<file path="src/rtl/regfile_pkg.sv">
// Shared definitions for the pipelined register file and its busy scoreboard.
// Defaults, the hardwired-zero register index and the pending-counter width helper.
package regfile_pkg;

    localparam int DATA_W_DEF = 32;
    localparam int ADDR_W_DEF = 5;
    localparam int ZERO_REG   = 0;

    // One extra bit over log2 so the counter can hold every busy register.
    function automatic int cnt_w_f(input int num_regs);
        return $clog2(num_regs) + 1;
    endfunction

endpackage

</file>
<file path="src/rtl/reg_scoreboard.sv">
// Per-register busy bits plus a running count of busy registers.
// Updates land one edge after set/clear; busy reads are state-only (no same-cycle forwarding).
module reg_scoreboard
    import regfile_pkg::*;
#(
    parameter int NUM_REGS = 32,
    parameter int ADDR_W   = ADDR_W_DEF,
    parameter int CNT_W    = cnt_w_f(NUM_REGS)
) (
    input  logic              clk,
    input  logic              rst_n,
    input  logic              clr_vld_i,
    input  logic [ADDR_W-1:0] clr_reg_i,
    input  logic              set_vld_i,
    input  logic [ADDR_W-1:0] set_reg_i,
    input  logic [ADDR_W-1:0] rd_reg1_i,
    input  logic [ADDR_W-1:0] rd_reg2_i,
    output logic              busy1_o,
    output logic              busy2_o,
    output logic [CNT_W-1:0]  pending_cnt_o
);

    logic [NUM_REGS-1:0] busy_q, busy_d;
    logic [CNT_W-1:0]    cnt_q, cnt_d;
    logic                set_hit, clr_hit;
    logic                cnt_inc, cnt_dec;

    assign set_hit = set_vld_i && (set_reg_i != ADDR_W'(ZERO_REG));
    assign clr_hit = clr_vld_i && (clr_reg_i != ADDR_W'(ZERO_REG));

    // A retiring producer and a newly issued one on the same register cancel out.
    assign cnt_inc = set_hit && !busy_q[set_reg_i];
    assign cnt_dec = clr_hit && busy_q[clr_reg_i] && !(set_hit && (set_reg_i == clr_reg_i));

    always_comb begin
        busy_d = busy_q;
        cnt_d  = cnt_q;
        if (clr_hit) begin
            busy_d[clr_reg_i] = 1'b0;
        end
        if (set_hit) begin
            busy_d[set_reg_i] = 1'b1;
        end
        busy_d[ZERO_REG] = 1'b0;
        if (cnt_inc && !cnt_dec && (cnt_q != CNT_W'(NUM_REGS - 1))) begin
            cnt_d = cnt_q + CNT_W'(1);
        end else if (cnt_dec && !cnt_inc && (cnt_q != '0)) begin
            cnt_d = cnt_q - CNT_W'(1);
        end
    end

    always_ff @(posedge clk or negedge rst_n) begin
        if (!rst_n) begin
            busy_q <= '0;
            cnt_q  <= '0;
        end else begin
            busy_q <= busy_d;
            cnt_q  <= cnt_d;
        end
    end

    assign busy1_o       = busy_q[rd_reg1_i];
    assign busy2_o       = busy_q[rd_reg2_i];
    assign pending_cnt_o = cnt_q;

endmodule

</file>
<file path="src/rtl/scoreboard_regfile.sv">
// Two-read/one-write register file, r0 hardwired to zero, optional write-to-read bypass.
// Reads are combinational; writes and busy updates appear one edge later; no backpressure.
module scoreboard_regfile
    import regfile_pkg::*;
#(
    parameter int DATA_W   = DATA_W_DEF,
    parameter int NUM_REGS = 32,
    parameter int ADDR_W   = ADDR_W_DEF,
    parameter int BYPASS   = 1,
    parameter int CNT_W    = cnt_w_f(NUM_REGS)
) (
    input  logic              clk,
    input  logic              rst_n,
    input  logic [ADDR_W-1:0] Rr1,
    input  logic [ADDR_W-1:0] Rr2,
    output logic [DATA_W-1:0] Rd1,
    output logic [DATA_W-1:0] Rd2,
    input  logic              regWrite,
    input  logic [ADDR_W-1:0] WriteRegister,
    input  logic [DATA_W-1:0] WriteData,
    input  logic              issueValid,
    input  logic [ADDR_W-1:0] issueReg,
    output logic              busy1,
    output logic              busy2,
    output logic [CNT_W-1:0]  pendingCount
);

    logic [DATA_W-1:0] mem_q [NUM_REGS];
    logic              wr_en;
    logic [ADDR_W-1:0] rd_addr [2];
    logic [DATA_W-1:0] rd_dat  [2];

    assign wr_en = regWrite && (WriteRegister != ADDR_W'(ZERO_REG));

    always_ff @(posedge clk or negedge rst_n) begin
        if (!rst_n) begin
            for (int i = 0; i < NUM_REGS; i++) begin
                mem_q[i] <= '0;
            end
        end else if (wr_en) begin
            mem_q[WriteRegister] <= WriteData;
        end
    end

    assign rd_addr[0] = Rr1;
    assign rd_addr[1] = Rr2;

    // Reads are forced to zero during reset so a bypassed write cannot leak through.
    always_comb begin
        for (int p = 0; p < 2; p++) begin
            rd_dat[p] = '0;
            if (!rst_n || (rd_addr[p] == ADDR_W'(ZERO_REG))) begin
                rd_dat[p] = '0;
            end else if ((BYPASS != 0) && wr_en && (WriteRegister == rd_addr[p])) begin
                rd_dat[p] = WriteData;
            end else begin
                rd_dat[p] = mem_q[rd_addr[p]];
            end
        end
    end

    assign Rd1 = rd_dat[0];
    assign Rd2 = rd_dat[1];

    reg_scoreboard #(
        .NUM_REGS (NUM_REGS),
        .ADDR_W   (ADDR_W),
        .CNT_W    (CNT_W)
    ) u_scoreboard (
        .clk           (clk),
        .rst_n         (rst_n),
        .clr_vld_i     (regWrite),
        .clr_reg_i     (WriteRegister),
        .set_vld_i     (issueValid),
        .set_reg_i     (issueReg),
        .rd_reg1_i     (Rr1),
        .rd_reg2_i     (Rr2),
        .busy1_o       (busy1),
        .busy2_o       (busy2),
        .pending_cnt_o (pendingCount)
    );

endmodule

</file>
<file path="config.mk">
export PLATFORM = sky130hd
export DESIGN_NAME = scoreboard_regfile
export DESIGN_NICKNAME = d
export VERILOG_FILES = /design/src/rtl/regfile_pkg.sv /design/src/rtl/reg_scoreboard.sv /design/src/rtl/scoreboard_regfile.sv
export SDC_FILE = /design/constraint.sdc
export NUM_CORES = 2
export LEC_CHECK = 0
export BUFFER_PORTS_ARGS = -buffer_cell sky130_fd_sc_hd__buf_2
export CELL_PAD_IN_SITES_DETAIL_PLACEMENT = 1
export CELL_PAD_IN_SITES_GLOBAL_PLACEMENT = 2
export CORE_MARGIN = 10
export CORE_UTILIZATION = 49
export CTS_BUF_LIST = sky130_fd_sc_hd__clkbuf_8
export CTS_CLUSTER_SIZE = 12
export DETAILED_ROUTE_END_ITERATION = 8
export PLACE_DENSITY = 0.88
export SYNTH_ARGS = -nofsm -noshare
export SYNTH_HDL_FRONTEND = slang
export SYNTH_SLANG_ARGS = --single-unit
</file>
<file path="constraint.sdc">
create_clock -name clk -period 3.9 [get_ports clk]
set_input_delay 0.195 -clock clk [delete_from_list [all_inputs] [get_ports clk]]
set_output_delay 0.195 -clock clk [all_outputs]
set_load 0.005 [all_outputs]
</file>
After elaboration in Yosys (flattened, before gate mapping)
Cells that the tools add are included.
- $add $sub $neg: 2
- $lt $le $gt $ge: 10
- muxes and demuxes: 29
- bitwise operators: 6
- equality and inequality tests: 4
- reductions and logical operators: 28
- operator list (operator ; number):
    $bwmux 1024 ; 1
    $mux 32 ; 11
    $bmux 32 s5 ; 2
    $demux 32 s5 ; 1
    $and 32x32->32 ; 1
    $not 32->32 ; 1
    $or 32x32->32 ; 1
    $lt 5x6->1 const B ; 4
    $bmux 1 s5 ; 4
    $ge 6x6->1 const B ; 3
    $not 5->6 ; 3
    $eq 5x5->1 ; 3
    $logic_and 1x1->1 ; 15
    $mux 6 ; 2
    $demux 1 s5 ; 2
    $ge 5x1->1 const B ; 2
    $logic_not 5->1 ; 2
    $reduce_bool 5->1 ; 2
    $add 6x1->6 const B ; 1
    $lt 6x1->1 const B ; 1
    $mux 1 ; 6
    $ne 6x5->1 const B ; 1
    $reduce_bool 6->1 ; 1
    $sub 6x1->6 const B ; 1
    3 further kinds ; 8
- word-level logic and storage cells: 113
- output and inout bits: 72
- flip-flop bits (word level): 1061

Logic depth before layout (Yosys ltp)
- word-level depth: 9
- mapped depth: 16
- gate-level depth less buffers: 14

By module
A second synthesis with hierarchy kept.
- cells, all modules: 4089
- area, all modules: 58056.9 µm²
- by module, submodules not included (module ; cells an instance ; instances ; sequential area each (µm²) ; area each (µm²)):
    scoreboard_regfile ; 3790 ; 1 ; 25624.6 ; 55027.8
    reg_scoreboard ; 299 ; 1 ; 925.9 ; 3029.2

Worst setup path before layout
No wires, ideal clock.
- path type: register -> register
- start: register u_scoreboard.busy_q[27]
- end: register u_scoreboard.cnt_q[5] (netlist: u_scoreboard.pending_cnt_o[5])
- library setup time: 0.079 ns
- data arrival time: 3.061 ns
- buffers on the path: 0
- stages on the path, launching flop included: 15
- path slack: 0.760 ns
- path through: dfrtp_1 mux4_2 nor2b_4 o21bai_2 nand4_2 nor3_2 nand2b_1 ha_1 a21o_1 a21oi_1 nor2_1 a211oi_1 o211ai_1 mux2i_1 xor2_1
- longest elaborated chain between the ends: 8
- elaborated cells between the ends (all ways): 16
- classes of those cells: mux (5); reduce/logical (11)
- ends and longest elaborated chain (what ; RTL line ; source):
    from (decl) ; reg_scoreboard.sv:23 ; logic [NUM_REGS-1:0] busy_q, busy_d;
    from (signal assigned) ; reg_scoreboard.sv:57 ; busy_q <= busy_d;
    $bmux 1 s5 (on tied branches) ; reg_scoreboard.sv:33, reg_scoreboard.sv:32 ;
    $mux 1 (on tied branches) ; reg_scoreboard.sv:33, reg_scoreboard.sv:32 ;
    $logic_and 1x1->1 / $logic_not 1->1 (equally long branches) ; reg_scoreboard.sv:33, reg_scoreboard.sv:32 ;
    $logic_and 1x1->1 (on tied branches) ; reg_scoreboard.sv:33, reg_scoreboard.sv:32 ;
    $logic_not 1->1 (on tied branches) ; reg_scoreboard.sv:45, reg_scoreboard.sv:47 ;
    $logic_and 1x1->1 (on tied branches) (2 in a row) ; reg_scoreboard.sv:45, reg_scoreboard.sv:47 ;
    $mux 6 / $reduce_bool 2->1 (equally long branches) ; - ;
    to (signal assigned) ; reg_scoreboard.sv:58 ; cnt_q <= cnt_d;
    to (decl) ; reg_scoreboard.sv:24 ; logic [CNT_W-1:0] cnt_q, cnt_d;
Several ways; a longest one is shown, not always the timed one. The select of a mux whose other input is x is not followed.
A chain may end at the register's enable or synchronous reset.

Worst setup path after layout
- start: input issueReg[2]
- end: register u_scoreboard.cnt_q[5] (netlist: u_scoreboard.pending_cnt_o[5])
- longest elaborated chain between the ends: 9
- elaborated cells between the ends (all ways): 18
- classes of those cells: eq/ne (1); mux (3); reduce/logical (14)
- ends and longest elaborated chain (what ; RTL line ; source):
    from (decl) ; scoreboard_regfile.sv:22 ; input logic [ADDR_W-1:0] issueReg,
    branches (longest 9 deep; another with $bmux 1 s5) ; - ;
Several ways; the timed one is not identified. The select of a mux whose other input is x is not followed.

==> results.yml <==
global_route:
  grt.total_usage_pct: 27.7
  grt_max_degree: 183
  grt_pass1_wl_um: 272000
  overflow: 0
  grt_pass1_vias: 40200
  antenna_found_initial: 3
yosys:
  syn_inst: 3595
  yosys_most_used_dff: "dfrtp_1"
  ys_seq_area_share_pct: 46.1
  synth_cell_types: 59
  synthTopCellsByArea: "dfrtp_1 46%, mux4_2 26%, mux2_2 20%"
  yosysWarnings: 0
  yosysTopAreaCell: "dfrtp_1"
  async_flop_share_pct: 100
  synth.ff_latch_count: 1061
  yosysMostFrequentCell: "dfrtp_1"
  synthTopCellsByCount: "1061 x dfrtp_1, 1005 x mux2_2, 660 x mux4_2"
  synth_top_area_share_pct: 46.1
  synth_fp_nets: 3656
  syn_area_um2: 57600
  synth_edf_count: 0
  syn_avg_cell_area_um2: 16.0
floorplan:
  rows: 125
  start_util_pct: 49.5
  dieArea_um2: 132000
  die_y_um: 363
  io_pins: 128
  die_w_um: 363
  core_um2: 116000
critical_path:
  crit_path_start_kind: "input port"
  startpoint: "issueReg[2]"
  critPathRequiredTime_ns: 4.66
  cp_cell_sequence: "dlygate4sd3_1 > buf_2 > nor3_1 > dlygate4sd3_1 > buf_4 > a21boi_4 > o211a_1 > nand4_2 > nor3_2 > nand2b_1 > ha_1 > a21o_1 > a21oi_1 > nor2_1 > a211oi_1 > o211ai_1 > mux2i_1 > xor2_1"
  rr_startpoint: "u_scoreboard.busy_q[24]"
  path_max_fanout: 13
  critPathArrivalTime_ns: 4.37
  end_kind: "register"
  path_common_cell: "dlygate4sd3_1"
  critPathSlowestCell: "dlygate4sd3_1"
  reg2reg_depth: 14
  cp_slowest_stage_delay_ns: 0.57
  critical_path_class: "input port to register"
power_and_ir_drop:
  power.switching_mw: 9.46
  p_leak_nw: 28.2
  swShare_pct: 28.7
  p_int_mw: 23.5
  clkPwrFrac_pct: 32.5
  peakVddDrop_uv: 402
  seqPwrFrac_pct: 45.1
  pwr-share-comb_pct: 22.4
  power_density_nw_per_um2: 510
  totalPowerFinal_mw: 32.9
cells_and_area:
  fillers: 10600
  final_nets: 3734
  fin_cells: 5350
  multi_input_area_um2: 29500
  drive_above_1_share_pct: 58.8
  area.growth.synth_to_final_pct: 12.2
  final_cell_area_um2: 64600
  post-route-util_pct: 55.5
  regArea_um2: 26600
timing:
  finClkSkew_ns: 0.0397
  period_needed_ns: 3.60
  post-route-period-util_pct: 92.4
  finalHoldViolations: 0
  max-slew-margin-rel_pct: 24.9
  hold_slack_ns: 0.0936
  rsz0062_at_grt: "false"
  fmax_mhz: 278
  tightestPinTransition_ns: 1.13
  maxSlewViolCount: 0
  fin_tns_setup_ns: 0
  setup_ws_ns: 0.297
  setup_viol: 0
drt:
  wl_per_cell_um: 33.8
  dr.pass1.iters: 5
  remaining_drc_errors: 0
  routed_wl_um: 181000
  vias: 36200
  viasPerCell: 6.77
  ant_nets: 0
  drtIter0Drc: 3325
placed_design:
  place_ws_ns: 0.228
  gp_congestion: 0.832
  place_area_um2: 60200
  dp.cells: 4964
  port_buffers: 127
  dp_hpwl_um: 104000
status:
  status: "finished clean"
clocking:
  post_cts.repair.setup_buffers: 0
  clock-sinks: 1061
  clk_latency_ns: 0.88
  cts_root_buf: "clkbuf_8"
  clk_pin_slew_ns: 0.06
  cts_htree_levels: 4
  clockBufferDepth: 3
  tritoncts: "built"
  cts_buffers: 181
worst_hold_path:
  hold_class: "input port to async pin"
job:
  drv_cap: 0
routing by layer:
metal,vias up,track usage [%],wire [µm]
met2,1597,44.9,88200
met5,-,0,0
met4,0,11.2,7260
met3,446,4.98,13100
met1,19900,36.9,72500
li1,14300,-,-
cell type report:
cell class	count	share of cell area, %
Timing Repair Buffer	314	4.36
Sequential cell	1061	41.1
Clock inverter	97	0.960
Clock buffer	235	5.00
Antenna cell	4	0.0155
Tap cell	1524	2.95
Inverter	6	0.0348
Multi-Input combinational cell	2109	45.6
path summary, 6_finish.rpt:
path,to,slack [ns]
max,u_scoreboard.pending_cnt_o[5],0.30
min,mem_q[983],0.09
max reg2reg,u_scoreboard.pending_cnt_o[5],0.46
min reg2reg,mem_q[1007],0.39
max in group asynchronous,mem_q[850],2.67
min in group clk,u_scoreboard.busy_q[30],0.11
repair_timing:
| item | in CTS | in global routing |
|---|---|---|
| hold buffers | 50 | 0 |
| gates resized for setup | 0 | 2 |
| endpoints found under the hold margin | 1784 | 0 |
| setup endpoints to repair | 0 | 1 |
registers in the layout (all words and copies together), names as in the netlist:
name                        cells
u_scoreboard.pending_cnt_o      6
mem_q                        1024
u_scoreboard.busy_q            31
cells by family after synthesis:
logic type                 after synthesis  share of synthesized area (%)
DFF                                   1061                           46.1
AOI/OAI and AO/OA                      146                           1.78
muxes                                 1755                           47.0
and+or+nand+nor                        183                           1.50
adders and majority gates                5                          0.122
buffers and inverters                  425                           3.16
xor gates and xnor gates                20                          0.304
power by group through the flow:
stage / Clock (mW) / Sequential [mW] / Combinational (mW)
after floorplan: 0 / 14.3 / 5.51
after global placement: 0 / 14.7 / 7.03
after detailed placement: 0 / 15.0 / 7.31
after CTS: 10.8 / 14.8 / 7.42
after global routing: 11.4 / 15.1 / 7.90
final: 10.7 / 14.8 / 7.39
worst max-delay path, delay by kind of cell:
family	cells	cell delay, ns
and+or+nand+nor	5	0.75
xor gates and xnor gates	1	0.15
buffers and inverters	4	1.51
AOI/OAI and AO/OA	6	1.22
muxes	1	0.20
adders and majority gates	1	0.33
placed cells by master (no fill, tap or decap), drive strengths merged, types with 4 or more instances in the layout:
| cell type | count |
|---|---|
| a32o | 5 |
| ha | 4 |
| inv | 77 |
| dfrtp | 1061 |
| o22ai | 6 |
| clkinvlp | 5 |
| xnor2 | 11 |
| nor3 | 9 |
| bufinv | 6 |
| buf | 265 |
| nand4 | 4 |
| xor2 | 9 |
| mux2i | 90 |
| dlygate4sd3 | 49 |
| nor2 | 84 |
| o31ai | 4 |
| or4 | 5 |
| o21ai | 45 |
| clkbuf | 235 |
| nor3b | 4 |
| mux2 | 1005 |
| nand3b | 5 |
| mux4 | 660 |
| nand2 | 46 |
| nand3 | 8 |
| clkinv | 15 |
| diode | 4 |
| a211oi | 65 |
| nor2b | 4 |
No activity file was read; power rests on OpenSTA's default activity.
